--- config.mk ---
export PLATFORM = sky130hd
export DESIGN_NAME = mmu_loader
export DESIGN_NICKNAME = d
export VERILOG_FILES = /design/src/rtl/mmu_loader.sv
export SDC_FILE = /design/constraint.sdc
export NUM_CORES = 1
export LEC_CHECK = 0
export ABC_AREA = 0
export CAP_MARGIN = 5
export CORE_UTILIZATION = 52
export CTS_BUF_LIST = sky130_fd_sc_hd__clkbuf_4 sky130_fd_sc_hd__clkbuf_8 sky130_fd_sc_hd__clkbuf_16
export DETAILED_ROUTE_END_ITERATION = 10
export PLACE_DENSITY = 0.85
export SYNTH_ARGS = -nofsm -noshare
export SYNTH_HDL_FRONTEND = slang
export SYNTH_SLANG_ARGS = --single-unit
export TNS_END_PERCENT = 50
--- constraint.sdc ---
create_clock -name clk -period 6.6 [get_ports clk]
set_clock_uncertainty 0.2 [all_clocks]
set_input_delay 1.32 -clock clk [delete_from_list [all_inputs] [get_ports clk]]
set_output_delay 1.32 -clock clk [all_outputs]
set_load 0.01 [all_outputs]
--- src/rtl/mmu_loader.sv ---
// Context-switch sequencer: fetches the 4*NMMU-entry translation table and programs it into the MMU.
// Define MMU_LOADER_SAVE_EN to preserve the MMU fault registers across a load (SAVE/RESTORE states).
module mmu_loader #(
    parameter int unsigned RV   = 16,
    parameter int unsigned PA   = RV,
    parameter int unsigned VA   = RV,
    parameter int unsigned NMMU = 8
) (
    input  logic          clk,
    input  logic          reset_n,
    input  logic          start,
    input  logic [RV-1:0] base,
    output logic          busy,
    output logic          done,
    output logic          mem_req,
    output logic [RV-1:0] mem_addr,
    input  logic          mem_ack,
    input  logic [RV-1:0] mem_rdata,
    output logic          mmu_reg_write,
    output logic [RV-1:0] mmu_reg_data,
    input  logic [RV-1:0] mmu_reg_read
);

    localparam int unsigned PG_W      = $clog2(NMMU);
    localparam int unsigned UNTOUCHED = VA - PG_W;
    localparam int unsigned IW        = PG_W + 2;
    localparam logic [IW-1:0] LAST    = IW'(4 * NMMU - 1);
    localparam int unsigned pa_unused = PA;

    typedef enum logic [2:0] {
        S_IDLE, S_SAVE, S_FETCH, S_SEL, S_LOAD, S_RESTORE, S_DONE
    } state_t;

    state_t        state_q, state_d;
    logic [IW-1:0] i_q, i_d;
    logic [RV-1:1] base_q, base_d;
    logic [RV-1:1] r_entry_q, r_entry_d;
    logic          busy_q, busy_d;
    logic          done_q, done_d;
    logic          mem_req_q, mem_req_d;
    logic [RV-1:0] mem_addr_q, mem_addr_d;
    logic          mmu_reg_write_q, mmu_reg_write_d;
    logic [RV-1:0] mmu_reg_data_q, mmu_reg_data_d;
    logic [RV-1:0] sel_data;

`ifdef MMU_LOADER_SAVE_EN
    logic [RV-1:1] r_saved_q, r_saved_d;
    logic          unused_bits;
    assign unused_bits = ^{base[0], mem_rdata[0], mmu_reg_read[0]};
`else
    logic          unused_bits;
    assign unused_bits = ^{base[0], mem_rdata[0], mmu_reg_read};
`endif

    always_comb begin
        state_d   = state_q;
        i_d       = i_q;
        base_d    = base_q;
        r_entry_d = r_entry_q;
`ifdef MMU_LOADER_SAVE_EN
        r_saved_d = r_saved_q;
`endif
        case (state_q)
            S_IDLE: begin
                if (start) begin
                    base_d = base[RV-1:1];
                    i_d    = '0;
`ifdef MMU_LOADER_SAVE_EN
                    state_d = S_SAVE;
`else
                    state_d = S_FETCH;
`endif
                end
            end
`ifdef MMU_LOADER_SAVE_EN
            S_SAVE: begin
                r_saved_d = mmu_reg_read[RV-1:1];
                state_d   = S_FETCH;
            end
            S_RESTORE: state_d = S_DONE;
`endif
            S_FETCH: begin
                if (mem_ack) begin
                    r_entry_d = mem_rdata[RV-1:1];
                    state_d   = S_SEL;
                end
            end
            S_SEL: state_d = S_LOAD;
            S_LOAD: begin
                if (i_q == LAST) begin
`ifdef MMU_LOADER_SAVE_EN
                    state_d = S_RESTORE;
`else
                    state_d = S_DONE;
`endif
                end else begin
                    i_d     = i_q + 1'b1;
                    state_d = S_FETCH;
                end
            end
            S_DONE:  state_d = S_IDLE;
            default: state_d = S_IDLE;
        endcase
    end

    // Outputs are decoded from the next state so they appear registered with the state.
    always_comb begin
        sel_data                   = '0;
        sel_data[VA-1:UNTOUCHED]   = i_d[PG_W-1:0];
        sel_data[4]                = i_d[PG_W+1];
        sel_data[3]                = i_d[PG_W];

        busy_d          = (state_d == S_SAVE) || (state_d == S_FETCH) || (state_d == S_SEL) ||
                          (state_d == S_LOAD) || (state_d == S_RESTORE);
        done_d          = (state_d == S_DONE);
        mem_req_d       = (state_d == S_FETCH);
        mmu_reg_write_d = (state_d == S_SEL) || (state_d == S_LOAD) || (state_d == S_RESTORE);
        mem_addr_d      = mem_addr_q;
        if (state_d == S_FETCH) begin
            mem_addr_d = {base_d, 1'b0} + RV'({i_d, 1'b0});
        end

        case (state_d)
            S_SEL:     mmu_reg_data_d = sel_data;
            S_LOAD:    mmu_reg_data_d = {r_entry_d, 1'b1};
`ifdef MMU_LOADER_SAVE_EN
            S_RESTORE: mmu_reg_data_d = {r_saved_d, 1'b0};
`endif
            default:   mmu_reg_data_d = '0;
        endcase
    end

    always_ff @(posedge clk or negedge reset_n) begin
        if (!reset_n) begin
            state_q         <= S_IDLE;
            i_q             <= '0;
            base_q          <= '0;
            r_entry_q       <= '0;
`ifdef MMU_LOADER_SAVE_EN
            r_saved_q       <= '0;
`endif
            busy_q          <= 1'b0;
            done_q          <= 1'b0;
            mem_req_q       <= 1'b0;
            mem_addr_q      <= '0;
            mmu_reg_write_q <= 1'b0;
            mmu_reg_data_q  <= '0;
        end else begin
            state_q         <= state_d;
            i_q             <= i_d;
            base_q          <= base_d;
            r_entry_q       <= r_entry_d;
`ifdef MMU_LOADER_SAVE_EN
            r_saved_q       <= r_saved_d;
`endif
            busy_q          <= busy_d;
            done_q          <= done_d;
            mem_req_q       <= mem_req_d;
            mem_addr_q      <= mem_addr_d;
            mmu_reg_write_q <= mmu_reg_write_d;
            mmu_reg_data_q  <= mmu_reg_data_d;
        end
    end

    assign busy          = busy_q;
    assign done          = done_q;
    assign mem_req       = mem_req_q;
    assign mem_addr      = mem_addr_q;
    assign mmu_reg_write = mmu_reg_write_q;
    assign mmu_reg_data  = mmu_reg_data_q;

endmodule

==> results.yml, run 1 <==
detailed_routing:
  drt_first_pass_iters: 4
  via_count: 2254
  avgViaCountPerCell: 5.607
  drtAntennaViolNets: 0
  initialDrtViolationCount: 95
  drc: 0
  post_drt_wl_per_cell_microns: 16.16
  route.final.wire_length_mm: 6.497
critical_path:
  count_of_buffering_cells_on_the_critical_path_with_inverters_included: 1
  worstPathCellList: "clkdlybuf4s50_1 -> nor4b_4 -> mux2_2 -> ha_1 -> fa_1 -> a211o_1 -> a21oi_1 -> nor3_1 -> xnor2_1 -> mux2_2"
  criticalPathCategory: "in2reg"
  cp.required_ns: 6.63
  critPathMaxStageDelay_ns: 0.58
  cp-start-kind: "primary input"
  worst-path-stages: 10
  critical_path_arrival_ns: 4.88
  timing.critical_path.slowest_stage_cell: "a21oi_1"
  timing.reg2reg.worst_path_depth: 10
  path_delay_family: "compound AO/OA/AOI/OAI gates"
  critical_path.most_common_cell: "mux2_2"
  setup.worst_path.end_class: "register"
  timing.critical_path.fanout_max: 6
clock_tree:
  cts_num_sinks: 73
  clk_latency_ns: 0.35
  clockBufferDepth: 2
  ctsResizeCount: 0
  clock-root-buffer: "clkbuf_8"
  cts-htree-levels: 3
  ctsHoldBuffers: 0
  post_cts.repair.setup_buffers: 0
  tritoncts_clock_tree: "done"
  numCtsBuffers: 9
  post_cts_clock_slew_at_the_launch_and_capture_registers_of_the_worst_setup_and_hold_paths_ns: 0.08
sta:
  fin_tns_setup_ns: 0
  setup-violations-final: 0
  slew-limit-headroom_pct: 31.56
  tightest_slew_ns: 1.027
  final_hold_viol_count: 0
  fmax_ghz: 0.2062
  grt_setup_unrepaired: "false"
  finalCriticalPeriod_ns: 4.850
  slew_viol_final: 0
  min_period_over_period_pct: 73.48
grt:
  track_usage_pct: 21.95
  wire_length_of_the_first_global_routing_pass_mm: 10.65
  antenna_found_initial: 0
  grt_start_max_net_pins: 74
  overflow_left_after_global_routing: 0
  via_count_of_the_first_global_routing_pass: 2219
yosys:
  synthesis.instances: 254
  ys_seq_area_share_pct: 55.45
  syn_avg_cell_area_sq_um: 12.97
  synth-seq-cells: 73
  synth_area_sq_mm: 0.003294
  yosys_warnings: 0
  synth_cell_type_count: 47
  mappedNetlistNets: 313
cells_and_area:
  layout.nets: 381
  leading_cell_type_in_the_layout_fill_and_taps_excluded: "dfrtp_1"
  area_growth_pct: 27.57
  layout-drive-gt1-share_pct: 19.88
  num-fill-cells: 449
  antenna_cells: 0
  layout.cells.most_common_list: "dfrtp_1, clkdlybuf4s50_1, mux2_2"
  fin_area_sq_mm: 0.004203
placed_design:
  detailedPlacementHpwl_mm: 4.540
  placedInstanceArea_sq_mm: 0.004001
  port_buffers: 68
  routabilityCongestion: 0.8430
floorplanning:
  fp.dieArea_sq_mm: 0.006658
  floorplan.die.width_microns: 81.60
  core_area_sq_mm: 0.006026
  row_count: 28
  starting_density_pct: 54.67
  design.portCount: 88
  die_height_microns: 81.60
min_path:
  timing.hold.worst_path_depth: 1
  hold_path_class: "reg2reg"
pwr:
  finalPower_mw: 1.902
  vdd.ir_drop.worst_mv: 0.2652
  leakagePower_nw: 1.847
  power.density_mw_per_mm2: 452.7
outcome:
  status: "finished clean"
job:
  cap_violations: 0
[kinds of logic (layout without fill, tap and decap cells)]
group / Yosys count / after routing / synth area share (%)
AOI/OAI and AO/OA: 48 / 48 / 11.66
xor gates and xnor gates: 11 / 11 / 2.924
adders and majority gates: 7 / 7 / 2.886
buffers and inverters: 18 / 91 / 2.925
DFF: 73 / 73 / 55.45
muxes: 42 / 42 / 14.28
other: 1 / 1 / 0.1138
and+or+nand+nor: 54 / 54 / 9.761
[worst paths after layout]
check	from	to	slack, ns
setup / recovery	start	mem_addr[11]$_DFFE_PN0P_	1.75
hold / removal	r_entry_q[8]$_DFF_PN0_	mmu_reg_data[8]$_DFF_PN0_	0.31
setup reg to reg	state_q[0]$_DFF_PN0_	mem_addr[11]$_DFFE_PN0P_	2.32
hold reg to reg	r_entry_q[8]$_DFF_PN0_	mmu_reg_data[8]$_DFF_PN0_	0.31
max in group asynchronous	reset_n	base_q[13]$_DFF_PN0_	4.65
min in group asynchronous	reset_n	mmu_reg_data[2]$_DFF_PN0_	0.97
[layer usage]
layer	up-vias	track usage, %	wire, microns
li1	1063	-	-
met1	1107	28.21	2822
met2	74	35.25	3258
met3	10	4.111	301
met4	0	11.75	114
met5	-	0	0
[report_power, final]
part	leakage [nW]	internal [mW]	switching [mW]	total, mW
Clock	0.106	0.179	0.174	0.353
Sequential	0.910	0.637	0.114	0.751
Combinational	0.830	0.427	0.371	0.798
Total	1.85	1.24	0.659	1.90
[per-stage QoR]
stage                     setup slack, ns  std cells  utilization [%]  hold WS (ns)
final                               1.750        402            69.75        0.3050
after global routing                1.618        402            69.75        0.3200
after CTS                           1.765        402            69.75        0.3077
after detailed placement            1.420        386            66.40        0.2888
after global placement              1.529        386            66.40        0.2808
after floorplan                     2.215        254                -        0.2721
[state kept, by name (all words and copies together) (netlist names)]
name           cells
base_q            15
busy               1
done               1
i_q                5
mem_addr          15
mem_req            1
mmu_reg_data      16
mmu_reg_write      1
r_entry_q         15
state_q            3
[layout make-up]
class,count,area (sq um),share of cell area [%]
flip-flops and latches,73,1827,43.47
well taps,75,93.84,2.233
repair buffers,70,690.7,16.43
clock inverters,7,77.57,1.846
inverters,5,18.77,0.4466
multi-input cells,163,1371,32.63
clock buffers,9,123.9,2.947
[synthesized netlist by cell type (all sizes together)]
library cell	count	share of area [%]
o41ai	1	0.27
mux2i	5	1.5
dfrtp	73	55
a221oi	2	0.91
o21a	1	0.23
and4	1	0.27
o21ai	8	1.2
and3b	1	0.27
fa	1	0.61
a2111oi	1	0.84
xor2	1	0.27
mux2	37	13
xnor2	10	2.7
nand2b	2	0.38
nor4b	1	0.72
a22o	9	2.4
inv	5	0.57
nor3	4	0.76
and3	14	2.7
or4b	1	0.30
nand4	3	0.57
a211o	1	0.27
conb	1	0.11
nand3b	1	0.23
a211oi	5	1.4
nand2	9	1.0
a21oi	9	1.4
nand3	5	0.76
buf	6	1.6
clkbuf	7	0.80
or3	1	0.19
a21o	3	0.68
nor2b	1	0.19
a311oi	1	0.27
ha	6	2.3
a41oi	1	0.27
nand4b	1	0.27
nor2	8	0.99
and2	1	0.19
o31ai	6	1.5
(Power assumes the default switching activity.)
==> run 2, diff against run 1 <==
--- a/config.mk
+++ b/config.mk
@@ -7,10 +7,10 @@
 export LEC_CHECK = 0
 export ABC_AREA = 0
 export CAP_MARGIN = 5
-export CORE_UTILIZATION = 52
+export CORE_UTILIZATION = 44
 export CTS_BUF_LIST = sky130_fd_sc_hd__clkbuf_4 sky130_fd_sc_hd__clkbuf_8 sky130_fd_sc_hd__clkbuf_16
 export DETAILED_ROUTE_END_ITERATION = 10
-export PLACE_DENSITY = 0.85
+export PLACE_DENSITY = 0.77
 export SYNTH_ARGS = -nofsm -noshare
 export SYNTH_HDL_FRONTEND = slang
 export SYNTH_SLANG_ARGS = --single-unit
==> constraint.sdc (replaced) <==
create_clock -name clk -period 4.15 [get_ports clk]
set_clock_uncertainty 0.2 [all_clocks]
set_input_delay 0.83 -clock clk [delete_from_list [all_inputs] [get_ports clk]]
set_output_delay 0.83 -clock clk [all_outputs]
set_load 0.01 [all_outputs]
==> results.yml, run 2 (synthesis gave the netlist of run 1 again) <==
floorplanning:
  die_height_microns: 88.53
  starting_density_pct: 45.42
  core_area_sq_mm: 0.007253
  design.portCount: 88
  row_count: 31
  floorplan.die.width_microns: 88.53
  fp.dieArea_sq_mm: 0.007838
critical_path:
  cp.required_ns: 4.22
  timing.reg2reg.worst_path_depth: 13
  worstPathCellList: "clkdlybuf4s50_1 -> nor4b_4 -> mux2_2 -> ha_1 -> fa_1 -> a211o_1 -> a21oi_1 -> buf_4 -> a211oi_2 -> xnor2_1 -> o31ai_1"
  cp-start-kind: "primary input"
  setup.worst_path.end_class: "register"
  r2r_start: "i_q[0]$_DFF_PN0_"
  path_delay_family: "compound AO/OA/AOI/OAI gates"
  criticalPathCategory: "in2reg"
  timing.critical_path.fanout_max: 5
  count_of_buffering_cells_on_the_critical_path_with_inverters_included: 2
  timing.critical_path.slowest_stage_cell: "clkdlybuf4s50_1"
  r2r-end: "mem_addr[13]$_DFFE_PN0P_"
  critical_path_arrival_ns: 3.73
  regToRegSetupSlack_ns: 0.59
  critPathMaxStageDelay_ns: 0.52
clock_tree:
  clockBufferDepth: 2
  numCtsBuffers: 9
  cts-htree-levels: 3
  ctsResizeCount: 0
  post_cts_clock_slew_at_the_launch_and_capture_registers_of_the_worst_setup_and_hold_paths_ns: 0.08
  cts_num_sinks: 73
  ctsHoldBuffers: 0
  post_cts.repair.setup_buffers: 0
  clock-root-buffer: "clkbuf_8"
  clk_latency_ns: 0.35
  tritoncts_clock_tree: "done"
detailed_routing:
  drt_first_pass_iters: 4
  post_drt_wl_per_cell_microns: 15.41
  route.final.wire_length_mm: 6.717
  initialDrtViolationCount: 86
  via_count: 2245
  drtAntennaViolNets: 0
  avgViaCountPerCell: 5.149
  drc: 0
cells_and_area:
  antenna_cells: 0
  layout-drive-gt1-share_pct: 22.26
  layout.cells.most_common_list: "dfrtp_1, clkdlybuf4s50_1, mux2_2"
  layout.nets: 391
  fin_area_sq_mm: 0.004325
  largest_register_ff_count: 16
  leading_cell_type_in_the_layout_fill_and_taps_excluded: "dfrtp_1"
  area_growth_pct: 31.30
sta:
  grt_setup_unrepaired: "false"
  slew-limit-headroom_pct: 29.58
  min_period_over_period_pct: 88.36
  final_hold_viol_count: 0
  fmax_ghz: 0.2727
  tightest_slew_ns: 1.056
  slew_viol_final: 0
  setup-violations-final: 0
  finalCriticalPeriod_ns: 3.667
  fin_tns_setup_ns: 0
job:
  cap_violations: 0
grt:
  grt_start_max_net_pins: 58
  wire_length_of_the_first_global_routing_pass_mm: 11.07
  overflow_left_after_global_routing: 0
  track_usage_pct: 19.27
  antenna_found_initial: 0
  via_count_of_the_first_global_routing_pass: 2362
placed_design:
  detailedPlacementHpwl_mm: 4.813
  placedInstanceArea_sq_mm: 0.004106
  routabilityCongestion: 0.8660
  port_buffers: 68
pwr:
  leakagePower_nw: 1.899
  power.density_mw_per_mm2: 716.7
  vdd.ir_drop.worst_mv: 0.2863
outcome:
  status: "finished clean"
min_path:
  hold_path_class: "in2async"
## run 2: changes by cell type in the layout (fill, tap and decap cells not counted)
cell,delta
clkinv_4,+1
inv_6,-2
buf_4,+10
inv_8,-1
bufinv_16,+1
clkinvlp_4,+1
## run 2: worst reg2reg max path, stage by stage, from the launching register on
cell and delay, ns:
dfrtp_1 0.41, ha_1 0.23, and4_1 0.31, nor3_1 0.11, mux2_2 0.28, a22o_1 0.23, ha_1 0.25, fa_1 0.40
a211o_1 0.33, a21oi_1 0.20, buf_4 0.19, a211oi_2 0.05, xnor2_1 0.14, o31ai_1 0.18
## run 2: layer usage
layer	vias up	track usage (%)	wire length [microns]
met5	-	0	0
met4	0	6.745	81
met3	7	6.996	290
met2	45	31.96	3448
met1	1114	23.21	2897
li1	1079	-	-
## run 2: cell type report
class                           instances  area, sq um
Fill cell                             639         2928
Sequential cell                        73         1827
Multi-Input combinational cell        163         1371
Timing Repair Buffer                   80        765.7
Clock buffer                            9        123.9
Tap cell                               99        123.9
Clock inverter                          7        95.09
Inverter                                5        18.77
## run 2: worst max-delay path by stage
stage          slack (ns)                        to   from  depth (start not counted)
2_1_floorplan        0.25  mem_addr[11]$_DFFE_PN0P_  start                         10
3_3_place_gp         0.17  mem_addr[13]$_DFFE_PN0P_  start                         11
3_5_place_dp          0.1  mem_addr[13]$_DFFE_PN0P_  start                         11
4_1_cts              0.47   mem_addr[9]$_DFFE_PN0P_  start                         11
5_1_grt              0.33   mem_addr[9]$_DFFE_PN0P_  start                         11
6_report             0.48  mem_addr[13]$_DFFE_PN0P_  start                         11
## run 2: through the flow
stage               hold slack, ns  std cells  power [mW]  util [%]  setup slack, ns
floorplan                   0.2721        254       2.027         -           0.2547
global placement            0.2801        420       2.460     56.62           0.1664
detailed placement          0.2888        420       2.517     56.62          0.09820
CTS                         0.1793        436       3.130     59.63           0.4692
global route                0.1715        436       3.316     59.63           0.3318
finish                      0.1732        436       3.100     59.63           0.4829
## run 2: power breakdown
part	total, mW	leakage (nW)	switching, mW	internal [mW]
clock	0.609	0.109	0.271	0.338
combinational	1.32	0.879	0.618	0.701
sequential	1.17	0.910	0.159	1.01
==> run 3, diff against run 2 <==
--- a/config.mk
+++ b/config.mk
@@ -11,6 +11,8 @@
 export CTS_BUF_LIST = sky130_fd_sc_hd__clkbuf_4 sky130_fd_sc_hd__clkbuf_8 sky130_fd_sc_hd__clkbuf_16
 export DETAILED_ROUTE_END_ITERATION = 10
 export PLACE_DENSITY = 0.77
+export REMOVE_ABC_BUFFERS = 1
+export SLEW_MARGIN = 40
 export SYNTH_ARGS = -nofsm -noshare
 export SYNTH_HDL_FRONTEND = slang
 export SYNTH_SLANG_ARGS = --single-unit
==> results.yml, run 3 (synthesis gave the netlist of run 1 again) <==
clock_tree:
  post_cts_clock_slew_at_the_launch_and_capture_registers_of_the_worst_setup_and_hold_paths_ns: 0.07
  numCtsBuffers: 9
  tritoncts_clock_tree: "done"
  post_cts.repair.setup_buffers: 0
  ctsHoldBuffers: 0
  cts_num_sinks: 73
  cts-htree-levels: 3
  clock-root-buffer: "clkbuf_8"
  ctsResizeCount: 0
  clk_latency_ns: 0.34
  clockBufferDepth: 2
pwr:
  power.density_mw_per_mm2: 715.9
  vdd.ir_drop.worst_mv: 0.2731
  leakagePower_nw: 1.890
placed_design:
  placedInstanceArea_sq_mm: 0.004095
  routabilityCongestion: 0.8521
  port_buffers: 68
  placed_cells_incl_taps: 418
  pre_cts_slack_ns: -0.008367
  detailedPlacementHpwl_mm: 4.510
grt:
  top_usage_layer: "met2"
  grt_start_max_net_pins: 74
  grtUsageMet1_pct: 22.67
  antenna_found_initial: 0
  overflow_left_after_global_routing: 0
  wire_length_of_the_first_global_routing_pass_mm: 10.36
  met2_capacity_usage_during_global_routing_pct: 27.62
  met3_usage_pct: 3.825
  via_count_of_the_first_global_routing_pass: 2250
  track_usage_pct: 17.49
floorplanning:
  die_height_microns: 88.53
  starting_density_pct: 45.42
  design.portCount: 88
  fp.dieArea_sq_mm: 0.007838
  core_area_sq_mm: 0.007253
  row_count: 31
  floorplan.die.width_microns: 88.53
critical_path:
  timing.reg2reg.worst_path_depth: 13
  setup.worst_path.end_class: "register"
  worstPathCellList: "clkdlybuf4s50_1 -> nor4b_4 -> buf_4 -> buf_4 -> mux2_2 -> ha_1 -> nand4_1 -> a2111oi_4 -> xnor2_1 -> o31ai_2"
  critical_path.most_common_cell: "buf_4"
  cp-start-kind: "primary input"
  critical_path_arrival_ns: 3.84
  critPathMaxStageDelay_ns: 0.50
  timing.critical_path.fanout_max: 21
  timing.critical_path.slowest_stage_cell: "clkdlybuf4s50_1"
  criticalPathCategory: "in2reg"
  cp.required_ns: 4.20
detailed_routing:
  initialDrtViolationCount: 78
  route.final.wire_length_mm: 6.449
  drtAntennaViolNets: 0
  via_count: 2259
  drt_first_pass_iters: 4
  avgViaCountPerCell: 5.205
  drc: 0
  post_drt_wl_per_cell_microns: 14.86
cells_and_area:
  layout.cells.non_filler: 434
  layout.cells.most_common_list: "dfrtp_1, clkdlybuf4s50_1, mux2_2"
  num-fill-cells: 605
  leading_cell_type_in_the_layout_fill_and_taps_excluded: "dfrtp_1"
  area_growth_pct: 30.95
  largest_register_ff_count: 16
  fin_area_sq_mm: 0.004314
  sequential_cell_area_sq_mm: 0.001827
  antenna_cells: 0
  multiInputGateArea_sq_mm: 0.001371
  layout.nets: 389
  layout-drive-gt1-share_pct: 21.79
sta:
  fin_ws_ns: 0.3607
  grt_setup_unrepaired: "false"
  finalCriticalPeriod_ns: 3.789
  slew_viol_final: 0
  tightest_slew_ns: 0.6736
  final_hold_viol_count: 0
  fmax_ghz: 0.2639
  fin_tns_setup_ns: 0
  slew-limit-headroom_pct: 55.00
  setup-violations-final: 0
  min_period_over_period_pct: 91.31
min_path:
  timing.hold.worst_path_depth: 1
  hold_path_class: "reg2reg"
job:
  cap_violations: 0
outcome:
  status: "finished clean"
-- run 3: final timing paths --
kind / startpoint / endpoint / slack, ns
worst min-delay path: r_entry_q[7]$_DFF_PN0_ / r_entry_q[7]$_DFF_PN0_ / 0.30
worst min register to register: r_entry_q[7]$_DFF_PN0_ / r_entry_q[7]$_DFF_PN0_ / 0.30
worst max register to register: i_q[0]$_DFF_PN0_ / mem_addr[13]$_DFFE_PN0P_ / 0.42
worst max-delay path: start / mem_addr[12]$_DFFE_PN0P_ / 0.36
min in group asynchronous: reset_n / r_entry_q[13]$_DFF_PN0_ / 0.38
max in group asynchronous: reset_n / mem_addr[13]$_DFFE_PN0P_ / 2.92
-- run 3: layer usage --
| layer | part of all wire, % | wire, microns |
|---|---|---|
| met1 | 47 | 3034 |
| met2 | 46 | 2983 |
| met3 | 5.1 | 326 |
| met4 | 1.6 | 105 |
| met5 | 0 | 0 |
-- run 3: layout make-up --
type                    instances  share of cell area, %
well taps                      99                  2.871
multi-input cells             163                  31.79
flip-flops and latches         73                  42.34
inverters                       5                 0.4350
clock buffers                   9                  2.871
repair buffers                 78                  17.49
clock inverters                 7                  2.204
-- run 3: stage by stage --
| stage | hold WS (ns) | util [%] | total power [mW] |
|---|---|---|---|
| after floorplan | 0.2722 | - | 1.981 |
| after global placement | 0.2795 | 56.41 | 2.451 |
| after detailed placement | 0.2875 | 56.46 | 2.500 |
| after CTS | 0.3054 | 59.48 | 3.116 |
| after global routing | 0.3172 | 59.48 | 3.293 |
| final | 0.3011 | 59.48 | 3.089 |
-- run 3: power breakdown --
group	switching [mW]	internal (mW)	leakage, nW
clock	0.265	0.338	0.109
combinational	0.611	0.702	0.871
sequential	0.160	1.01	0.910
-- run 3: worst max-delay path, delay by kind of cell --
kind	cells	cell delay [ns]
buffers and inverters	3	0.94
AO/OA/AOI/OAI	2	0.64
AND/OR/NAND/NOR	2	0.59
multiplexers	1	0.39
adder cells (fa/ha/maj)	1	0.33
XOR/XNOR	1	0.11
